<file path="src/rtl/lm_display_sequencer_pkg.sv">
// Shared LED-manager definitions: display modes, sequencer states and timing defaults.
package lm_display_sequencer_pkg;

  localparam int unsigned LM_MODE_W          = 2;
  localparam int unsigned LM_HOLD_CYCLES_DEF = 50_000_000;
  localparam int unsigned LM_BLINK_HALF_DEF  = 25_000_000;
  localparam int unsigned LM_CNT_W_DEF       = 26;

  typedef enum logic [LM_MODE_W-1:0] {
    LM_MODE_DIRECT = 2'b00,
    LM_MODE_BLINK  = 2'b01,
    LM_MODE_PULSE  = 2'b10,
    LM_MODE_STICKY = 2'b11
  } lm_mode_e;

  typedef enum logic [1:0] {
    ST_IDLE,
    ST_WAIT,
    ST_LOAD,
    ST_SHOW
  } lm_state_e;

  // True when a countdown starting at value-1 fits in width bits (and value >= 1).
  function automatic bit lm_cnt_fits(int unsigned value, int unsigned width);
    return (64'(value) - 64'd1) < (64'd1 << width);
  endfunction

endpackage

</file>
<file path="src/rtl/lm_display_sequencer_if.sv">
// Read side of the LM request FIFO: entry data, empty flag and pop strobe.
interface lm_display_sequencer_if #(
  parameter int unsigned WIDTH = 8
);
  logic [WIDTH+1:0] rd_data;
  logic             fifo_empty;
  logic             rd_en;

  // master pops entries (sequencer); slave is the FIFO.
  modport master (output rd_en, input rd_data, input fifo_empty);
  modport slave  (input rd_en, output rd_data, output fifo_empty);
endinterface

</file>
<file path="src/rtl/lm_blink_timer.sv">
// Free-running blink phase generator with restart; exposes the phase for the coming cycle.
module lm_blink_timer
  import lm_display_sequencer_pkg::*;
#(
  parameter int unsigned BLINK_HALF = LM_BLINK_HALF_DEF,
  parameter int unsigned CNT_W      = LM_CNT_W_DEF
) (
  input  logic clk,
  input  logic rst,
  input  logic en,
  input  logic restart,
  output logic phase_next
);

  localparam logic [CNT_W-1:0] HALF_LAST = CNT_W'(BLINK_HALF - 1);

  logic [CNT_W-1:0] cnt, cnt_nxt;
  logic             phase;

  always_comb begin
    cnt_nxt    = cnt;
    phase_next = phase;
    if (restart) begin
      cnt_nxt    = '0;
      phase_next = 1'b1;
    end else if (en) begin
      if (cnt == HALF_LAST) begin
        cnt_nxt    = '0;
        phase_next = ~phase;
      end else begin
        cnt_nxt = cnt + CNT_W'(1);
      end
    end
  end

  always_ff @(posedge clk or posedge rst) begin
    if (rst) begin
      cnt   <= '0;
      phase <= 1'b1;
    end else begin
      cnt   <= cnt_nxt;
      phase <= phase_next;
    end
  end

endmodule

</file>
<file path="src/rtl/lm_display_sequencer.sv">
// LED manager output stage: pops display requests from the LM FIFO and drives the LEDs
// for at least HOLD_CYCLES per entry in direct, blink, pulse or sticky-error mode.
module lm_display_sequencer
  import lm_display_sequencer_pkg::*;
#(
  parameter int unsigned WIDTH       = 8,
  parameter int unsigned HOLD_CYCLES = LM_HOLD_CYCLES_DEF,
  parameter int unsigned BLINK_HALF  = LM_BLINK_HALF_DEF,
  parameter int unsigned CNT_W       = LM_CNT_W_DEF
) (
  input  logic                         clk,
  input  logic                         rst,
  lm_display_sequencer_if.master       fifo,
  input  logic                         clr_sticky,
  output logic                         busy,
  output logic [WIDTH-1:0]             leds
);

  localparam logic [CNT_W-1:0] HOLD_LAST = CNT_W'(HOLD_CYCLES - 1);

  if (!lm_cnt_fits(HOLD_CYCLES, CNT_W) || !lm_cnt_fits(BLINK_HALF, CNT_W)) begin : g_bad_cnt_w
    $error("lm_display_sequencer: CNT_W too small or HOLD_CYCLES/BLINK_HALF zero");
  end

  lm_state_e        state, state_nxt;
  lm_mode_e         mode, mode_nxt, rd_mode;
  logic [WIDTH-1:0] pattern, pattern_nxt, sticky, sticky_nxt, leds_nxt, rd_pat;
  logic [CNT_W-1:0] hold_cnt, hold_nxt;
  logic             busy_nxt, pop, phase_next;

  assign rd_mode = lm_mode_e'(fifo.rd_data[WIDTH+1:WIDTH]);
  assign rd_pat  = fifo.rd_data[WIDTH-1:0];

  // pop is a Mealy output; masking with rst keeps it low while reset holds state in IDLE.
  assign fifo.rd_en = pop & ~rst;

  lm_blink_timer #(
    .BLINK_HALF (BLINK_HALF),
    .CNT_W      (CNT_W)
  ) u_blink (
    .clk        (clk),
    .rst        (rst),
    .en         ((state == ST_SHOW) && (mode == LM_MODE_BLINK)),
    .restart    (state == ST_LOAD),
    .phase_next (phase_next)
  );

  always_comb begin
    state_nxt   = state;
    mode_nxt    = mode;
    pattern_nxt = pattern;
    hold_nxt    = hold_cnt;
    sticky_nxt  = clr_sticky ? '0 : sticky;
    leds_nxt    = leds;
    busy_nxt    = 1'b0;
    pop         = 1'b0;
    unique case (state)
      ST_IDLE: begin
        if (!fifo.fifo_empty) begin
          pop       = 1'b1;
          state_nxt = ST_WAIT;
        end
      end
      ST_WAIT: state_nxt = ST_LOAD;
      ST_LOAD: begin
        mode_nxt    = rd_mode;
        pattern_nxt = rd_pat;
        hold_nxt    = HOLD_LAST;
        busy_nxt    = 1'b1;
        state_nxt   = ST_SHOW;
        // Clear has already been applied to sticky_nxt, so a same-cycle clear yields the new pattern.
        if (rd_mode == LM_MODE_STICKY) begin
          sticky_nxt = (rd_pat == '0) ? '0 : (sticky_nxt | rd_pat);
          leds_nxt   = sticky_nxt;
        end else begin
          leds_nxt = rd_pat;
        end
      end
      ST_SHOW: begin
        busy_nxt = (hold_cnt != '0);
        if (hold_cnt != '0) begin
          hold_nxt = hold_cnt - CNT_W'(1);
        end else if (!fifo.fifo_empty) begin
          pop       = 1'b1;
          state_nxt = ST_WAIT;
        end else if (mode == LM_MODE_PULSE) begin
          state_nxt = ST_IDLE;
        end
        unique case (mode)
          LM_MODE_DIRECT: leds_nxt = pattern;
          LM_MODE_BLINK:  leds_nxt = phase_next ? pattern : '0;
          LM_MODE_PULSE:  leds_nxt = (state_nxt == ST_IDLE) ? '0 : pattern;
          LM_MODE_STICKY: leds_nxt = sticky_nxt;
        endcase
      end
    endcase
  end

  // busy is registered next to leds, so it is high for exactly the HOLD_CYCLES an entry is shown.
  always_ff @(posedge clk or posedge rst) begin
    if (rst) begin
      state    <= ST_IDLE;
      mode     <= LM_MODE_DIRECT;
      pattern  <= '0;
      hold_cnt <= '0;
      sticky   <= '0;
      leds     <= '0;
      busy     <= 1'b0;
    end else begin
      state    <= state_nxt;
      mode     <= mode_nxt;
      pattern  <= pattern_nxt;
      hold_cnt <= hold_nxt;
      sticky   <= sticky_nxt;
      leds     <= leds_nxt;
      busy     <= busy_nxt;
    end
  end

endmodule
</file>
<file path="src/flat_wrapper.sv">
// flat-port wrapper written by rule: the top's interface ports become plain ports
module lm_display_sequencer_flat import lm_display_sequencer_pkg::*;
#(
  parameter int unsigned WIDTH       = 8,
  parameter int unsigned HOLD_CYCLES = LM_HOLD_CYCLES_DEF,
  parameter int unsigned BLINK_HALF  = LM_BLINK_HALF_DEF,
  parameter int unsigned CNT_W       = LM_CNT_W_DEF
)
  (clk, rst, clr_sticky, busy, leds, fifo_rd_en, fifo_rd_data, fifo_fifo_empty);
  lm_display_sequencer_if #(.WIDTH(WIDTH)) fifo_i ();
  input  logic clk;
  input  logic rst;
  input  logic clr_sticky;
  output logic busy;
  output logic [WIDTH-1:0] leds;
  output wire logic [$bits(fifo_i.rd_en)-1:0] fifo_rd_en;
  input wire logic [$bits(fifo_i.rd_data)-1:0] fifo_rd_data;
  input wire logic [$bits(fifo_i.fifo_empty)-1:0] fifo_fifo_empty;
  assign fifo_rd_en = fifo_i.rd_en;
  assign fifo_i.rd_data = fifo_rd_data;
  assign fifo_i.fifo_empty = fifo_fifo_empty;
  lm_display_sequencer #(.WIDTH(WIDTH), .HOLD_CYCLES(HOLD_CYCLES), .BLINK_HALF(BLINK_HALF), .CNT_W(CNT_W)) u_core (.clk(clk), .rst(rst), .fifo(fifo_i), .clr_sticky(clr_sticky), .busy(busy), .leds(leds));
endmodule
</file>
<file path="config.mk">
export PLATFORM = sky130hd
export DESIGN_NAME = lm_display_sequencer_flat
export DESIGN_NICKNAME = d
export VERILOG_FILES = /design/src/rtl/lm_display_sequencer_pkg.sv /design/src/rtl/lm_display_sequencer_if.sv /design/src/rtl/lm_blink_timer.sv /design/src/rtl/lm_display_sequencer.sv /design/src/flat_wrapper.sv
export SDC_FILE = /design/constraint.sdc
export NUM_CORES = 1
export LEC_CHECK = 0
export ABC_AREA = 1
export CORE_MARGIN = 1.5
export CORE_UTILIZATION = 45
export DETAILED_ROUTE_END_ITERATION = 8
export HOLD_SLACK_MARGIN = 0.1
export PLACE_DENSITY = 0.65
export SKIP_LAST_GASP = 1
export SLEW_MARGIN = 30
export SYNTH_ARGS = -nofsm -noshare
export SYNTH_HDL_FRONTEND = slang
export SYNTH_SLANG_ARGS = --single-unit
</file>
<file path="constraint.sdc">
create_clock -name clk -period 2.6 [get_ports clk]
set_clock_uncertainty 0.1 [all_clocks]
set_input_delay 0.52 -clock clk [delete_from_list [all_inputs] [get_ports clk]]
set_output_delay 0.52 -clock clk [all_outputs]
set_load 0.02 [all_outputs]
</file>
==> results.json <==
{
  "antenna_found_initial": 0,
  "final_cell_area_sq_um": 5490,
  "synthMuxAreaShare": 0,
  "clock_tree.buffer_depth": 2,
  "grt_usage": 0.2253,
  "nNetsFinal": 710,
  "clock_sinks": 82,
  "viasPerCell": 5.399,
  "yosys.area_share.simple": 0.3306,
  "tightest_slew_ps": 654.0,
  "synth_xor_area_frac": 0.01661,
  "ant_nets": 0,
  "core_area_sq_um": 10280,
  "fp.dieW_microns": 105.7,
  "cts_root_buf": "clkbuf_8",
  "finalMaxSlewViolations": 0,
  "antenna_cells": 0,
  "max_slew_margin": 0.5624,
  "status": "finished clean",
  "num_vias": 4481,
  "yosysSeqAreaShare": 0.4326,
  "ctsHtreeMaxLevel": 3,
  "worstPathRequired_ps": 1980,
  "synth_top_family_by_area": "simple AND/OR/NAND/NOR gates",
  "dp.cells": 814,
  "synth_warnings": 0,
  "grt_overflow": 0,
  "die-area_sq_um": 11170,
  "syn2layout_area_growth_pct": 15.69,
  "synthCells": 641,
  "async_reset_ff_frac": 1.000,
  "synth_top_area_frac": 0.4271,
  "fp-row-count": 37,
  "final.period_utilization": 0.9425,
  "port_buffers": 23,
  "rsz0062_at_grt": "true",
  "hold_slack_ps": 396.9,
  "grt_pass1_vias": 4399,
  "drive_gt1_frac": 0.1009,
  "cts_tree": "yes",
  "synth_area_leaders": "dfrtp_1 (43%), nand2_1 (12%), nor2_1 (6.6%), inv_1 (5.1%), nand3_1 (4.9%)",
  "gp_congestion": 0.8691,
  "setup_viol": 0,
  "critical_path_class": "register to output port",
  "grt_max_degree": 46,
  "initial_core_util": 0.4618,
  "endpoint_kind": "output port",
  "fin_crit_ps": 2451,
  "path_max_fanout": 4,
  "die_height_microns": 105.7,
  "finalWorstSetupSlack_ps": 149.4,
  "pin_count": 24,
  "fin_cells": 830,
  "ys_ff_latch": 82,
  "synthFlopType": "dfrtp_1",
  "syn_area_sq_um": 4746,
  "synth_edf_count": 0,
  "hold_path.class": "register to register",
  "synth_adder_area_share": 0.01846,
  "ys_types": 44,
  "p_leak_nw": 2.606,
  "cts_buffers": 9,
  "clk_latency_ps": 370,
  "drtIter0Drc": 253,
  "ir_drop_v": 0.0003033,
  "wl_microns": 11850,
  "pre_cts_slack_ps": 20.26,
  "clk_pin_slew_worst_paths_ps": 100,
  "grt_pass1_wl_microns": 20340,
  "critPathLaunchType": "register",
  "yosys.area.top_type": "dfrtp_1",
  "synth_compound_area_frac": 0.1323,
  "syn-num-nets": 662,
  "place_area_sq_um": 5276,
  "powerDensity_nw_per_um2": 477.9,
  "maxCapViolations": 0,
  "post_cts_buffers": 0,
  "wl_per_cell_microns": 14.27,
  "fillCellCount": 1011,
  "ctsHoldBuffers": 0,
  "worstPathArrival_ps": 1830,
  "fmax_mhz": 408.1,
  "drtPass1Iterations": 5,
  "place_hpwl_microns": 8679,
  "tns_ps": 0,
  "hold_viol_final": 0,
  "synth_area_per_cell_sq_um": 7.404,
  "drc": 0
}
[cells by family after synthesis]
family                   after synthesis
buffers and inverters                 81
AND/OR/NAND/NOR                      348
AO/OA/AOI/OAI                        114
flip-flops                            82
XOR/XNOR                               9
adder cells (fa/ha/maj)                7
[cell usage in the layout, fill, tap and decap left out, drive strengths merged, types with 7 or more instances in the layout]
| cell type | n |
|---|---|
| a21oi | 43 |
| dfrtp | 81 |
| xor2 | 9 |
| nand2 | 167 |
| nand4 | 21 |
| o21ai | 46 |
| clkbuf | 11 |
| clkdlybuf4s50 | 22 |
| inv | 69 |
| o22ai | 10 |
| nor3 | 13 |
| buf | 25 |
| nor2 | 89 |
| ha | 7 |
| nand3 | 48 |
[metal layers]
metal  routed length [microns]  vias to the layer above  track usage
li1                          -                     2232            -
met1                      5484                     2126       0.2961
met2                      5706                      105       0.3748
met3                       464                       18      0.03401
met4                       192                        0      0.08591
met5                         0                        -            0
[state kept, by name, indices dropped and copies added (netlist names)]
name,cells
u_core.u_blink.cnt,26
u_core.leds,8
u_core.pattern,8
u_core.busy,1
u_core.state,2
u_core.u_blink.phase,1
u_core.mode,2
u_core.hold_cnt,26
u_core.sticky,8
[final cells by class]
cell class,count,area [sq um],share of cell area
timing repair buffer,48,412.9,0.07521
clock inverter,6,73.82,0.01345
clock buffer,10,137.6,0.02507
sequential,82,2053,0.3740
inverter,70,271.5,0.04945
multi-input combinational,478,2371,0.4319
tap,136,170.2,0.03099
[critical path: stages, from the launching register on]
cell and delay (ps):
dfrtp_1 390, inv_1 110, nand2_1 80, nor2_1 120, nand2_1 100, nor3_2 170, nand2_1 110, nor2_1 110
o21a_1 120, clkbuf_2 160
[power breakdown]
group | internal [mW] | leakage [nW] | switching (mW)
Sequential | 1.33 | 1.02 | 0.0486
Combinational | 0.0991 | 1.49 | 0.149
Clock | 0.482 | 0.101 | 0.515
Total | 1.91 | 2.61 | 0.713
[what timing repair did]
action / in CTS / in global routing
endpoints found under the hold margin: 0 / 0
endpoints found under the setup margin: 1 / 4
resized for setup: 3 / 2
[per-stage QoR]
step,utilization,power [mW]
final,0.5342,2.624
after global routing,0.5342,2.739
after CTS,0.5345,2.650
after detailed placement,0.5134,1.653
after global placement,0.5134,1.645
after floorplan,-,1.553
[worst paths after layout]
check,from,to,slack (ps),depth (start not counted)
max reg2reg,u_core.state[0]$_DFFE_PP0P_,u_core.u_blink.cnt[22]$_DFFE_PP0P_,190,13
max,u_core.hold_cnt[9]$_DFFE_PP0P_,fifo_rd_en,150,9
max in group asynchronous,rst,u_core.u_blink.cnt[16]$_DFFE_PP0P_,1300,4
min reg2reg,u_core.leds[5]$_DFFE_PP0P_,u_core.leds[5]$_DFFE_PP0P_,400,2
min in group asynchronous,rst,u_core.busy$_DFF_PP0_,640,4
min,u_core.leds[5]$_DFFE_PP0P_,u_core.leds[5]$_DFFE_PP0P_,400,2
[Yosys cell counts (all sizes together) (5+ instances only)]
master,instances
nor3,13
clkbuf,7
nand3,48
nand2,167
nor4,5
dfrtp,81
nor2,89
xor2,9
a21oi,43
ha,7
nand4,21
o21ai,46
inv,68
o22ai,10
No activity file was read; power rests on OpenSTA's default activity.
